<file path="src/rtl/datapath_sequencer.sv">
// datapath_sequencer: issues a loadable program of (instr, operand) pairs to an 8-bit ALU datapath
//   clk, rst_n (async, active-low)
//   prog_we/prog_addr/prog_data : program store write port, accepted only in IDLE
//   start/length                : run request, length 1..DEPTH
//   dp_instr/dp_data_in/dp_valid: issue port to the datapath, dp_data_out: its result
//   result, step_idx, busy, done, err : status
module datapath_sequencer #(
  parameter int DEPTH = 16,
  parameter int LAT = 1
) (
  input  logic        clk,
  input  logic        rst_n,
  input  logic        prog_we,
  input  logic [3:0]  prog_addr,
  input  logic [15:0] prog_data,
  input  logic        start,
  input  logic [4:0]  length,
  output logic [7:0]  dp_instr,
  output logic [7:0]  dp_data_in,
  output logic        dp_valid,
  input  logic [7:0]  dp_data_out,
  output logic [7:0]  result,
  output logic [3:0]  step_idx,
  output logic        busy,
  output logic        done,
  output logic        err
);
  typedef enum logic [1:0] {IDLE, ISSUE, WAIT, DONE} state_t;
  state_t state, state_nx;
  logic [15:0] mem [DEPTH];
  logic [15:0] cur;
  logic [2:0]  cnt;
  logic [4:0]  len;
  logic        len_ok, accept, last_wait, last_step;
  assign len_ok    = (length != 5'd0) && (length <= 5'(DEPTH));
  assign accept    = (state == IDLE) && start && len_ok;
  assign last_wait = cnt == 3'd1;
  assign last_step = ({1'b0, step_idx} + 5'd1) == len;
  assign cur       = mem[step_idx];
  assign dp_valid   = state == ISSUE;
  assign dp_instr   = dp_valid ? cur[15:8] : 8'd0;
  assign dp_data_in = dp_valid ? cur[7:0] : 8'd0;
  assign busy       = (state == ISSUE) || (state == WAIT);
  assign done       = state == DONE;
  always_comb begin
    state_nx = IDLE;
    case (state)
      IDLE:    state_nx = accept ? ISSUE : IDLE;
      ISSUE:   state_nx = WAIT;
      WAIT:    state_nx = last_wait ? (last_step ? DONE : ISSUE) : WAIT;
      default: state_nx = IDLE;
    endcase
  end
  always_ff @(posedge clk or negedge rst_n)
    if (!rst_n) state <= IDLE;
    else state <= state_nx;
  always_ff @(posedge clk or negedge rst_n)
    if (!rst_n) begin
      cnt      <= '0;
      len      <= '0;
      step_idx <= '0;
      result   <= '0;
      err      <= 1'b0;
      for (int i = 0; i < DEPTH; i++) mem[i] <= '0;
    end else begin
      // a write outside IDLE and a bad-length start in IDLE are both rejected commands
      err <= (prog_we && (state != IDLE)) || ((state == IDLE) && start && !len_ok);
      if (prog_we && (state == IDLE)) mem[prog_addr] <= prog_data;
      if (accept) begin
        len      <= length;
        step_idx <= '0;
      end
      if (state == ISSUE) cnt <= 3'(LAT);
      if (state == WAIT) begin
        cnt <= cnt - 3'd1;
        if (last_wait) begin
          result <= dp_data_out;
          if (!last_step) step_idx <= step_idx + 4'd1;
        end
      end
    end
endmodule

</file>
<file path="config.mk">
export PLATFORM = sky130hd
export DESIGN_NAME = datapath_sequencer
export DESIGN_NICKNAME = d
export VERILOG_FILES = /design/src/rtl/datapath_sequencer.sv
export SDC_FILE = /design/constraint.sdc
export NUM_CORES = 1
export LEC_CHECK = 0
export CAP_MARGIN = 20
export CORE_ASPECT_RATIO = 1.5
export CORE_MARGIN = 10
export CORE_UTILIZATION = 44
export CTS_CLUSTER_DIAMETER = 100
export CTS_CLUSTER_SIZE = 20
export DETAILED_ROUTE_END_ITERATION = 16
export PLACE_DENSITY = 0.59
export SLEW_MARGIN = 20
export SYNTH_ARGS = -nofsm -noshare
export SYNTH_HDL_FRONTEND = slang
export SYNTH_SLANG_ARGS = --single-unit
</file>
<file path="constraint.sdc">
create_clock -name clk -period 2.8 [get_ports clk]
set_input_delay 0.56 -clock clk [delete_from_list [all_inputs] [get_ports clk]]
set_output_delay 0.56 -clock clk [all_outputs]
set_load 0.05 [all_outputs]
</file>
Yosys cells after proc, flatten, opt, wreduce, memory -nomap -nowiden
Cells that the tools add are included.
{"block": "word_totals", "in_bits": 37, "reg_bits": 279, "elab_cells": 69, "output_inout_bits": 32}
{"block": "classes", "reduce_logical": 15, "n_eq_ne": 5, "mux": 18, "n_bitwise": 2, "add_sub_neg": 3, "order_cmp": 4}
{"cell": "$bwmux 256", "count": 1}
{"cell": "$bmux 16 s4", "count": 1}
{"cell": "$demux 16 s4", "count": 1}
{"cell": "$mux 16", "count": 3}
{"cell": "$mux 4", "count": 4}
{"cell": "$mux 8", "count": 2}
{"cell": "$ge 5x5->1 const B", "count": 2}
{"cell": "$not 4->5", "count": 2}
{"cell": "$logic_and 1x1->1", "count": 7}
{"cell": "$mux 3", "count": 2}
{"cell": "$pmux 2 s3", "count": 1}
{"cell": "$add 4x1->5 const B", "count": 1}
{"cell": "$eq 5x5->1", "count": 1}
{"cell": "$le 5x5->1 const B", "count": 1}
{"cell": "$lt 5x1->1 const B", "count": 1}
{"cell": "$reduce_bool 5->1", "count": 1}
{"cell": "$add 4x1->4 const B", "count": 1}
{"cell": "$eq 2x2->1 const B", "count": 2}
{"cell": "$mux 2", "count": 2}
{"cell": "$reduce_bool 2->1", "count": 2}
{"cell": "$eq 3x1->1 const B", "count": 1}
{"cell": "$sub 3x1->3 const B", "count": 1}
{"cell": "$eq 2x1->1 const B", "count": 1}
{"cell": "$logic_not 2->1", "count": 1}
{"cell": "other kinds (4)", "count": 5}

Depth between registers and ports, before layout
Gate-level depths: netlist of run 1.
{"block": "logic_depth", "word_depth": 7, "ltp_mapped": 9, "mapped_depth_nobuf": 7}

Least setup slack after synthesis of run 1
OpenSTA, ideal clock, no wires.
{"block": "synth_timing", "path_kind": "register -> output", "startpoint": "register step_idx[0]", "endpoint": "output port dp_data_in[0]", "path_slack_ns": -0.159, "arrival_ns": 2.399, "stages_incl_launch_ff": 6, "required_time_ns": 2.240, "n_path_buf": 2, "path_cell_list": "dfrtp_1 > buf_6 > buf_2 > mux4_2 > mux4_2 > and2_1"}
{"block": "synth_via", "elab_chain_cells": 5}
{"item": "start: declaration", "line_no": "23", "source": "output logic [3:0] step_idx,"}
{"item": "start signal: assignment", "line_no": "78", "source": "if (!last_step) step_idx <= step_idx + 4'd1;"}
{"item": "$not 4->5 (implied by the code)", "line_no": "39", "source": "assign cur = mem[step_idx];"}
{"item": "$bmux 16 s4", "line_no": "39"}
{"item": "$mux 16 (implied by the code) (2 in series)", "line_no": "39"}
{"item": "$mux 8", "line_no": "42", "source": "assign dp_data_in = dp_valid ? cur[7:0] : 8'd0;"}
{"item": "end: declaration", "line_no": "19", "source": "output logic [7:0] dp_data_in,"}
No other way between the ends. The select of a mux whose other input is x is not followed.

Worst setup path after layout of run 1
Same ends and word-level chain as after synthesis.

==> flow_summary.json, run 1 <==
{
  "status": "finished with violations",
  "violations": "negative hold slack, negative setup slack",
  "nNetsFinal": 903,
  "route.layer.met1.wl_um": 14000,
  "fmax_mhz": 315,
  "hpwl_um": 19900,
  "cts_root_buf": "clkbuf_16",
  "grt_usage": 0.178,
  "hold_class": "input pin to async pin",
  "p_switching_uw": 1450,
  "yosysMostFrequentCell": "dfrtp_1",
  "synth.area.mux_share": 0.380,
  "wl_um": 32200,
  "yosys.area.top_type_share": 0.548,
  "synth_ff_type": "dfrtp_1",
  "die_width_um": 159,
  "stdcell_count": 1251,
  "synthAdderAreaFrac": 0.00687,
  "regToRegEndpoint": "step_idx[0]",
  "ios": 69,
  "synth_top_family_by_area": "multiplexers",
  "min_period_ns": 3.18,
  "hold_viol": 1,
  "cp_cell_sequence": "buf_12 > buf_12 > mux4_2 > mux4_2 > and2_4 > buf_6",
  "sw_frac_of_total": 0.218,
  "numPortBuffers": 68,
  "dp_cells": 1225,
  "setup_viol": 16,
  "reg2reg_from": "step_idx[0]",
  "maxSlewHeadroom": 0.617,
  "synth_cells": 783,
  "holdWs_ns": -0.00139,
  "synth_compound_area_frac": 0.00933,
  "worstMarginPinSlew_ns": 0.574,
  "synth_fp_nets": 827,
  "grt_pass1_vias": 8073,
  "p_int_uw": 5210,
  "r2r_cells": 10,
  "clock_skew_ns": 0.0122,
  "comb_power_share": 0.038,
  "routed_via_density": 5.74,
  "cp_max_fo": 12,
  "cts.sinks": 279,
  "power_frac_clock": 0.357,
  "grt_max_degree": 66,
  "netlist_area_um2": 12700,
  "synth_cell_types": 39,
  "worst_ir_drop_vdd_mv": 0.309,
  "start_util": 0.445,
  "synth_xor_area_frac": 0.00481,
  "rsz0062_at_grt": "yes",
  "drv_slew": 0,
  "synth_top_cell_by_area": "dfrtp_1",
  "period_share": 1.13,
  "placed_area_um2": 14200,
  "yosysSeqAreaShare": 0.548,
  "synth_commonest_cells": "dfrtp_1, mux2_2, mux4_2",
  "highest_layer": "met4",
  "fin_area_um2": 14900,
  "async_flop_share": 1.00,
  "yosys_warnings": 0,
  "cpPeakStageDelay_ns": 0.52,
  "routed-wl-met3_um": 1170,
  "crit_path_end": "dp_data_in[0]",
  "worst_slack_ns": -0.375,
  "avgSynthCellArea_um2": 16.3,
  "numCtsBuffers": 17,
  "drive_above_1_share": 0.536,
  "firstDrtPassIters": 6,
  "ys_ff_latch": 279,
  "rows": 76,
  "grt_first_pass_wirelength_um": 50500,
  "fillers": 2406,
  "start_kind": "flop",
  "pwr-share-seq": 0.605,
  "route.detailed.drc": 0,
  "vias": 7181,
  "endpoint_kind": "output pin",
  "rrSetupSlack_ns": 0.17,
  "core_um2": 28600,
  "cap_viol_max_count": 0,
  "p_per_area_nw_per_um2": 447,
  "wire_per_inst_um": 25.7,
  "gp_congestion": 0.739,
  "dr_wl_met2_um": 16500,
  "clk_pin_slew_ns": 0.09,
  "critPathKind": "flop to output pin",
  "htreeDepth": 1,
  "die_area_um2": 36300,
  "cp-startpoint": "step_idx[0]",
  "yosys.area_share.simple": 0.0261,
  "cts_tree": "built",
  "cellLeakagePower_uw": 0.00711,
  "synth_edf_count": 0,
  "arrival_ns": 2.62,
  "cpMaxStageDelayCell": "mux4_2",
  "ant_nets": 0,
  "cp.required_ns": 2.24,
  "clkLatencyLatePin_ns": 0.49,
  "cts_hold_buf": 0,
  "drt-initial-drc-count": 352,
  "die_h_um": 228,
  "grt.overflow.total": 0,
  "areaGrowthSynthToFinish_pct": 16.9,
  "synthTopCellsByArea": "dfrtp_1, mux2_2, mux4_2",
  "clk_path_buf_depth": 3,
  "antenna_found_initial": 3
}
power groups by stage:
stage	Sequential [uW]	Combinational (uW)	Clock (uW)
CTS	4030	257	2470
finish	4030	252	2380
detailed placement	4120	257	0
global route	4040	278	2630
floorplan	4140	36.6	0
global placement	4110	243	0
per-layer routing:
| layer | up-vias | global-route usage |
|---|---|---|
| met5 | - | 0 |
| met4 | 0 | 0.0343 |
| met3 | 30 | 0.0233 |
| met2 | 128 | 0.310 |
| met1 | 3969 | 0.234 |
| li1 | 3054 | - |
kinds of logic (layout without fill, tap and decap cells):
family          count (synthesis)  in the layout
buf+inv                        64            141
fa+ha+maj                       7              7
other cells                     0              1
flops                         279            279
simple gates                   59             59
xor+xnor                        7              7
compound gates                 18             18
mux                           349            349
worst min-delay path by stage:
stage	cells past startpoint	end	from
floorplan	0	cnt[0]	rst_n
global placement	1	mem[223]	mem[223]
detailed placement	1	mem[173]	mem[173]
CTS	1	result[0]	rst_n
global route	1	result[1]	rst_n
finish	1	result[7]	rst_n
layout by cell type (no fill, tap or decap), types with 4 or more instances in the layout:
cell,n
nand3_1,5
dfrtp_1,277
nor2_2,9
buf_6,16
buf_8,5
buf_12,24
and2_4,13
buf_4,18
mux4_2,77
clkdlybuf4s50_1,45
ha_1,7
o211ai_1,4
o21ai_0,6
clkbuf_16,18
inv_1,7
nand2b_1,6
mux2_2,269
nand2_1,7
xnor2_1,5
repair_timing:
item,in CTS,in global routing
setup endpoints to repair,18,17
cloned,1,1
hold endpoints to repair,0,0
pin swaps,0,1
setup buffers,3,0
gates resized for setup,35,9
area by class of cell:
type                       instances  area, um^2  share of cell area
sequential                       279        6990               0.469
multi-input combinational        440        5520               0.370
timing repair buffer             114        1450              0.0971
tap                              390         488              0.0327
clock buffer                      20         437              0.0293
inverter                           7        26.3             0.00176
antenna                            1        2.50            0.000168
sequential cells by signal, summed over array words and instances (netlist names):
| name | flops |
|---|---|
| err | 1 |
| cnt | 3 |
| state | 2 |
| step_idx | 4 |
| mem | 256 |
| len | 5 |
| result | 8 |
worst max-delay path, delay by kind of cell (launching register included):
family                 cells  cell delay, ns
buffers and inverters      3            0.47
DFF                        1            0.45
muxes                      2            1.02
and+or+nand+nor            1            0.18
per-stage QoR:
stage	hold slack [ns]	total power, uW	util	setup TNS (ns)	setup WS, ns
floorplan	0.264	4180	-	0	0.0218
global placement	0.483	4360	0.498	0	0.0123
detailed placement	0.488	4370	0.498	-0.0541	-0.0302
CTS	0.0206	6760	0.519	-6.04	-0.425
global route	0.0104	6940	0.521	-6.70	-0.466
finish	-0.00139	6670	0.521	-5.41	-0.375
Power figures use the tool's default switching activity.
==> run 2: changes to the inputs <==
--- a/config.mk
+++ b/config.mk
@@ -12,6 +12,7 @@
 export CTS_CLUSTER_DIAMETER = 100
 export CTS_CLUSTER_SIZE = 20
 export DETAILED_ROUTE_END_ITERATION = 16
+export HOLD_SLACK_MARGIN = 0.1
 export PLACE_DENSITY = 0.59
 export SLEW_MARGIN = 20
 export SYNTH_ARGS = -nofsm -noshare
==> run 2 against run 1 <==
The run ends with negative setup slack left. Critical path type unchanged. Cell count is 0.16% higher. Largest power group unchanged. Flip-flop and latch count did not move. Global-route usage hardly changed. Clock skew rose by 0.0022 ns. Utilization about the same. Highest routed layer unchanged.
==> flow_summary.json, run 2 (same netlist as run 1, synthesis figures left out) <==
{
  "status": "finished with violations",
  "violations": "negative setup slack",
  "power_uw": 6680,
  "clkLatencyLatePin_ns": 0.49,
  "die_width_um": 159,
  "cellLeakagePower_uw": 0.00712,
  "fmax_mhz": 315,
  "rows": 76,
  "die_area_um2": 36300,
  "nNetsFinal": 904,
  "hold_class": "flop to flop",
  "seqCellArea_um2": 6990,
  "drt-initial-drc-count": 345,
  "final_common_cell": "dfrtp_1",
  "start_kind": "flop",
  "areaGrowthSynthToFinish_pct": 17.0,
  "clk_path_buf_depth": 3,
  "min_period_ns": 3.17,
  "rsz0062_at_grt": "yes",
  "cap_viol_max_count": 0,
  "grt.overflow.total": 0,
  "period_share": 1.13,
  "antenna_found_initial": 3,
  "routed_via_density": 5.70,
  "cp_max_fo": 12,
  "fillers": 2404,
  "wire_per_inst_um": 25.7,
  "ant_nets": 0,
  "power_frac_clock": 0.358,
  "grt_first_pass_wirelength_um": 50500,
  "setup_viol": 16,
  "arrival_ns": 2.61,
  "start_util": 0.445,
  "cts.sinks": 279,
  "worst_ir_drop_vdd_mv": 0.313,
  "grt_usage": 0.178,
  "endpoint_kind": "output pin",
  "largest_registers": "mem: 256 flops, result: 8 flops, len: 5 flops",
  "pwr-share-seq": 0.604,
  "cp.required_ns": 2.24,
  "final_cell_mix": "dfrtp_1, mux2_2, mux4_2",
  "grt_pass1_vias": 8076,
  "cts_tree": "built",
  "route.detailed.drc": 0,
  "p_switching_uw": 1460,
  "ios": 69,
  "grt_max_degree": 66,
  "clk_pin_slew_ns": 0.08,
  "die_h_um": 228,
  "drv_slew": 0,
  "worstMarginPinSlew_ns": 0.574,
  "p_int_uw": 5210,
  "core_um2": 28600,
  "sw_frac_of_total": 0.219,
  "comb_power_share": 0.038,
  "numCtsBuffers": 17,
  "hold_viol": 0,
  "worst_slack_ns": -0.373,
  "numPortBuffers": 68,
  "critPathKind": "flop to output pin",
  "drive_above_1_share": 0.535,
  "gp_congestion": 0.739,
  "vias": 7139,
  "htreeDepth": 1,
  "hpwl_um": 19900,
  "maxSlewHeadroom": 0.617,
  "p_per_area_nw_per_um2": 448,
  "largest_reg_flops": 256,
  "firstDrtPassIters": 4,
  "cts_root_buf": "clkbuf_16",
  "regMostFlops": "mem",
  "wl_um": 32300,
  "multi_input_area_um2": 5520,
  "holdWs_ns": 0.503,
  "fin_util": 0.521,
  "clock_skew_ns": 0.0144
}
## run 2: cell count changes in the layout (fill, tap and decap cells not counted)
cell and delta:
diode_2 +1, dlygate4sd3_1 +1
## run 2: final cells by class
cell class | count | area share
sequential | 279 | 0.468
multi-input combinational | 440 | 0.370
timing repair buffer | 115 | 0.0976
tap | 390 | 0.0327
clock buffer | 20 | 0.0293
inverter | 7 | 0.00176
antenna | 2 | 0.000336
## run 2: layer usage
layer / track usage / vias up / routed length [um]
li1: - / 3049 / -
met1: 0.234 / 3942 / 14200
met2: 0.310 / 118 / 16400
met3: 0.0233 / 30 / 1050
met4: 0.0343 / 0 / 628
met5: 0 / - / 0
## run 2: timing repair
item / 4_1_cts / 5_1_grt
endpoints found under the hold margin: 59 / 0
setup endpoints to repair: 18 / 17
gates resized for setup: 35 / 9
setup buffers: 3 / 0
pin swaps: 0 / 1
cloned: 1 / 1
hold buffers: 1 / 0
## run 2: per-stage QoR
step / setup TNS, ns / instances / cell area (um^2) / setup slack [ns]
after global placement: 0 / 1225 / 14200 / 0.0123
after floorplan: 0 / 783 / 12800 / 0.0218
after CTS: -6.04 / 1250 / 14900 / -0.425
after detailed placement: -0.0541 / 1225 / 14200 / -0.0302
final: -5.43 / 1253 / 14900 / -0.373
after global routing: -6.70 / 1252 / 14900 / -0.466
## run 2: critical path: stages, from the launching register on
cell and delay [ns]:
dfrtp_4 0.45, buf_12 0.16, buf_12 0.17, mux4_2 0.52, mux4_2 0.50, and2_4 0.18, buf_6 0.14
## run 2: worst paths after layout
kind,start,slack (ns),end,cells after the start
setup / recovery,step_idx[0],-0.37,dp_data_in[0],6
max in group asynchronous,rst_n,1.33,mem[1],3
hold reg to reg,mem[221],0.50,mem[221],1
min in group asynchronous,rst_n,0.60,result[0],2
setup reg to reg,step_idx[0],0.17,step_idx[0],10
hold / removal,mem[221],0.50,mem[221],1
## run 2: power groups by stage
stage | clock [uW] | combinational (uW) | sequential, uW
final | 2390 | 253 | 4030
after global routing | 2630 | 280 | 4040
after CTS | 2470 | 259 | 4030
after detailed placement | 0 | 257 | 4120
after global placement | 0 | 243 | 4110
after floorplan | 0 | 36.6 | 4140
==> run 3: changes to the inputs <==
--- a/config.mk
+++ b/config.mk
@@ -12,6 +12,7 @@
 export CTS_CLUSTER_DIAMETER = 100
 export CTS_CLUSTER_SIZE = 20
 export DETAILED_ROUTE_END_ITERATION = 16
+export GPL_TIMING_DRIVEN = 0
 export HOLD_SLACK_MARGIN = 0.1
 export PLACE_DENSITY = 0.59
 export SLEW_MARGIN = 20
==> run 3 against run 2 <==
The flow still finishes with violations (negative setup slack). Register-to-register slack worse by 0.06 ns. Hold slack lost 0.0041 ns. Design area shrank 1.0%. First-iteration DRC count decreased by 0.87%. Die area did not move. Flip-flop and latch count is the same. Largest power group unchanged.
==> flow_summary.json, run 3 (same netlist as run 1, synthesis figures left out) <==
{
  "status": "finished with violations",
  "violations": "negative setup slack",
  "final_cell_mix": "dfrtp_1, mux2_2, mux4_2",
  "dp_cells": 1246,
  "htreeDepth": 1,
  "die_area_um2": 36300,
  "r2r_cells": 8,
  "hpwl_um": 23400,
  "p_per_area_nw_per_um2": 455,
  "grt_max_degree": 83,
  "min_period_ns": 3.31,
  "highest_layer": "met4",
  "largest_reg_flops": 256,
  "ant_nets": 0,
  "areaGrowthSynthToFinish_pct": 15.8,
  "firstDrtPassIters": 4,
  "route.detailed.drc": 0,
  "core_um2": 28600,
  "die_h_um": 228,
  "rsz0062_at_grt": "yes",
  "hold_class": "input pin to async pin",
  "num_antenna_cells": 0,
  "cellLeakagePower_uw": 0.00706,
  "fin_util": 0.516,
  "routed_via_density": 5.64,
  "cp.required_ns": 2.24,
  "clk_pin_slew_ns": 0.09,
  "cpMaxStageDelayCell": "mux4_2",
  "critPathKind": "flop to output pin",
  "start_kind": "flop",
  "drive_above_1_share": 0.523,
  "maxSlewHeadroom": 0.440,
  "arrival_ns": 2.75,
  "cap_viol_max_count": 0,
  "regMostFlops": "mem",
  "rows": 76,
  "cpPeakStageDelay_ns": 0.55,
  "routed-wl-met3_um": 1140,
  "clkLatencyLatePin_ns": 0.51,
  "holdWs_ns": 0.499,
  "die_width_um": 159,
  "cts.sinks": 279,
  "numPortBuffers": 68,
  "cp_max_fo": 8,
  "period_share": 1.18,
  "dr_wl_met2_um": 17900,
  "route.layer.met1.wl_um": 12400,
  "largest_registers": "mem: 256 flops, result: 8 flops, len: 5 flops",
  "worst_ir_drop_vdd_mv": 0.446,
  "endpoint_kind": "output pin",
  "wl_um": 32800,
  "clk_path_buf_depth": 3,
  "drv_slew": 0,
  "gp_congestion": 0.861,
  "cts_root_buf": "clkbuf_16",
  "grt.overflow.total": 0,
  "worstMarginPinSlew_ns": 0.840,
  "wire_per_inst_um": 25.7,
  "fmax_mhz": 302,
  "grt_pass1_vias": 8287,
  "nNetsFinal": 928,
  "antenna_found_initial": 0,
  "grt_usage": 0.180,
  "clock_skew_ns": 0.0262,
  "worst_slack_ns": -0.512,
  "fillers": 2361,
  "tns_ns": -7.76,
  "start_util": 0.445,
  "setup_viol": 16,
  "cts_tree": "built",
  "final_common_cell": "dfrtp_1",
  "vias": 7194,
  "dp_slack_ns": -1.24,
  "ios": 69,
  "drt-initial-drc-count": 342,
  "stdcell_count": 1275,
  "cp_cell_sequence": "buf_6 > buf_12 > buf_12 > mux4_2 > mux4_2 > and2_4 > buf_8",
  "hold_viol": 0,
  "grt_first_pass_wirelength_um": 50800,
  "numCtsBuffers": 17
}
run 3: metrics by stage:
| step | total power (uW) | area, um^2 |
|---|---|---|
| 2_1_floorplan | 4180 | 12800 |
| 3_3_place_gp | 4370 | 13900 |
| 3_5_place_dp | 4390 | 14000 |
| 4_1_cts | 6800 | 14700 |
| 5_1_grt | 6980 | 14800 |
| 6_report | 6720 | 14800 |
run 3: path summary, 6_finish.rpt:
kind	startpoint	to	slack [ns]
min	rst_n	result[7]	0.50
max reg2reg	state[0]	mem[219]	0.11
max	step_idx[0]	dp_data_in[6]	-0.51
max in group asynchronous	rst_n	mem[139]	0.77
min reg2reg	mem[175]	mem[175]	0.51
min in group clk	mem[175]	mem[175]	0.51
run 3: per-layer routing:
layer,up-vias,global-route usage
met4,0,0.0708
met2,159,0.335
met3,51,0.0216
met5,-,0
li1,3097,-
met1,3887,0.205
run 3: repair_timing:
action	in CTS	in global routing
gates cloned	1	0
setup buffers	8	0
gates resized for setup	167	10
setup endpoints to repair	57	91
endpoints found under the hold margin	36	0
hold buffers	1	0
run 3: where the power goes:
group,total [uW],switching (uW),internal [uW]
Combinational,274,191,83.4
Sequential,4030,3.07,4030
Clock,2410,1300,1100
run 3: worst max-delay path: cells and delay by family, from the launching register on:
kind / cells / cell delay (ns)
multiplexers: 2 / 1.08
buffers and inverters: 4 / 0.58
flip-flops: 1 / 0.39
AND/OR/NAND/NOR: 1 / 0.18
run 3: area by class of cell:
cell class / instances / area [um^2] / share of cell area
sequential: 279 / 6980 / 0.473
multi-input combinational: 440 / 5520 / 0.374
timing repair buffer: 83 / 960 / 0.0650
tap: 390 / 488 / 0.0331
clock buffer: 19 / 433 / 0.0293
buffer: 56 / 342 / 0.0231
inverter: 7 / 26.3 / 0.00178
clock inverter: 1 / 8.76 / 0.000593
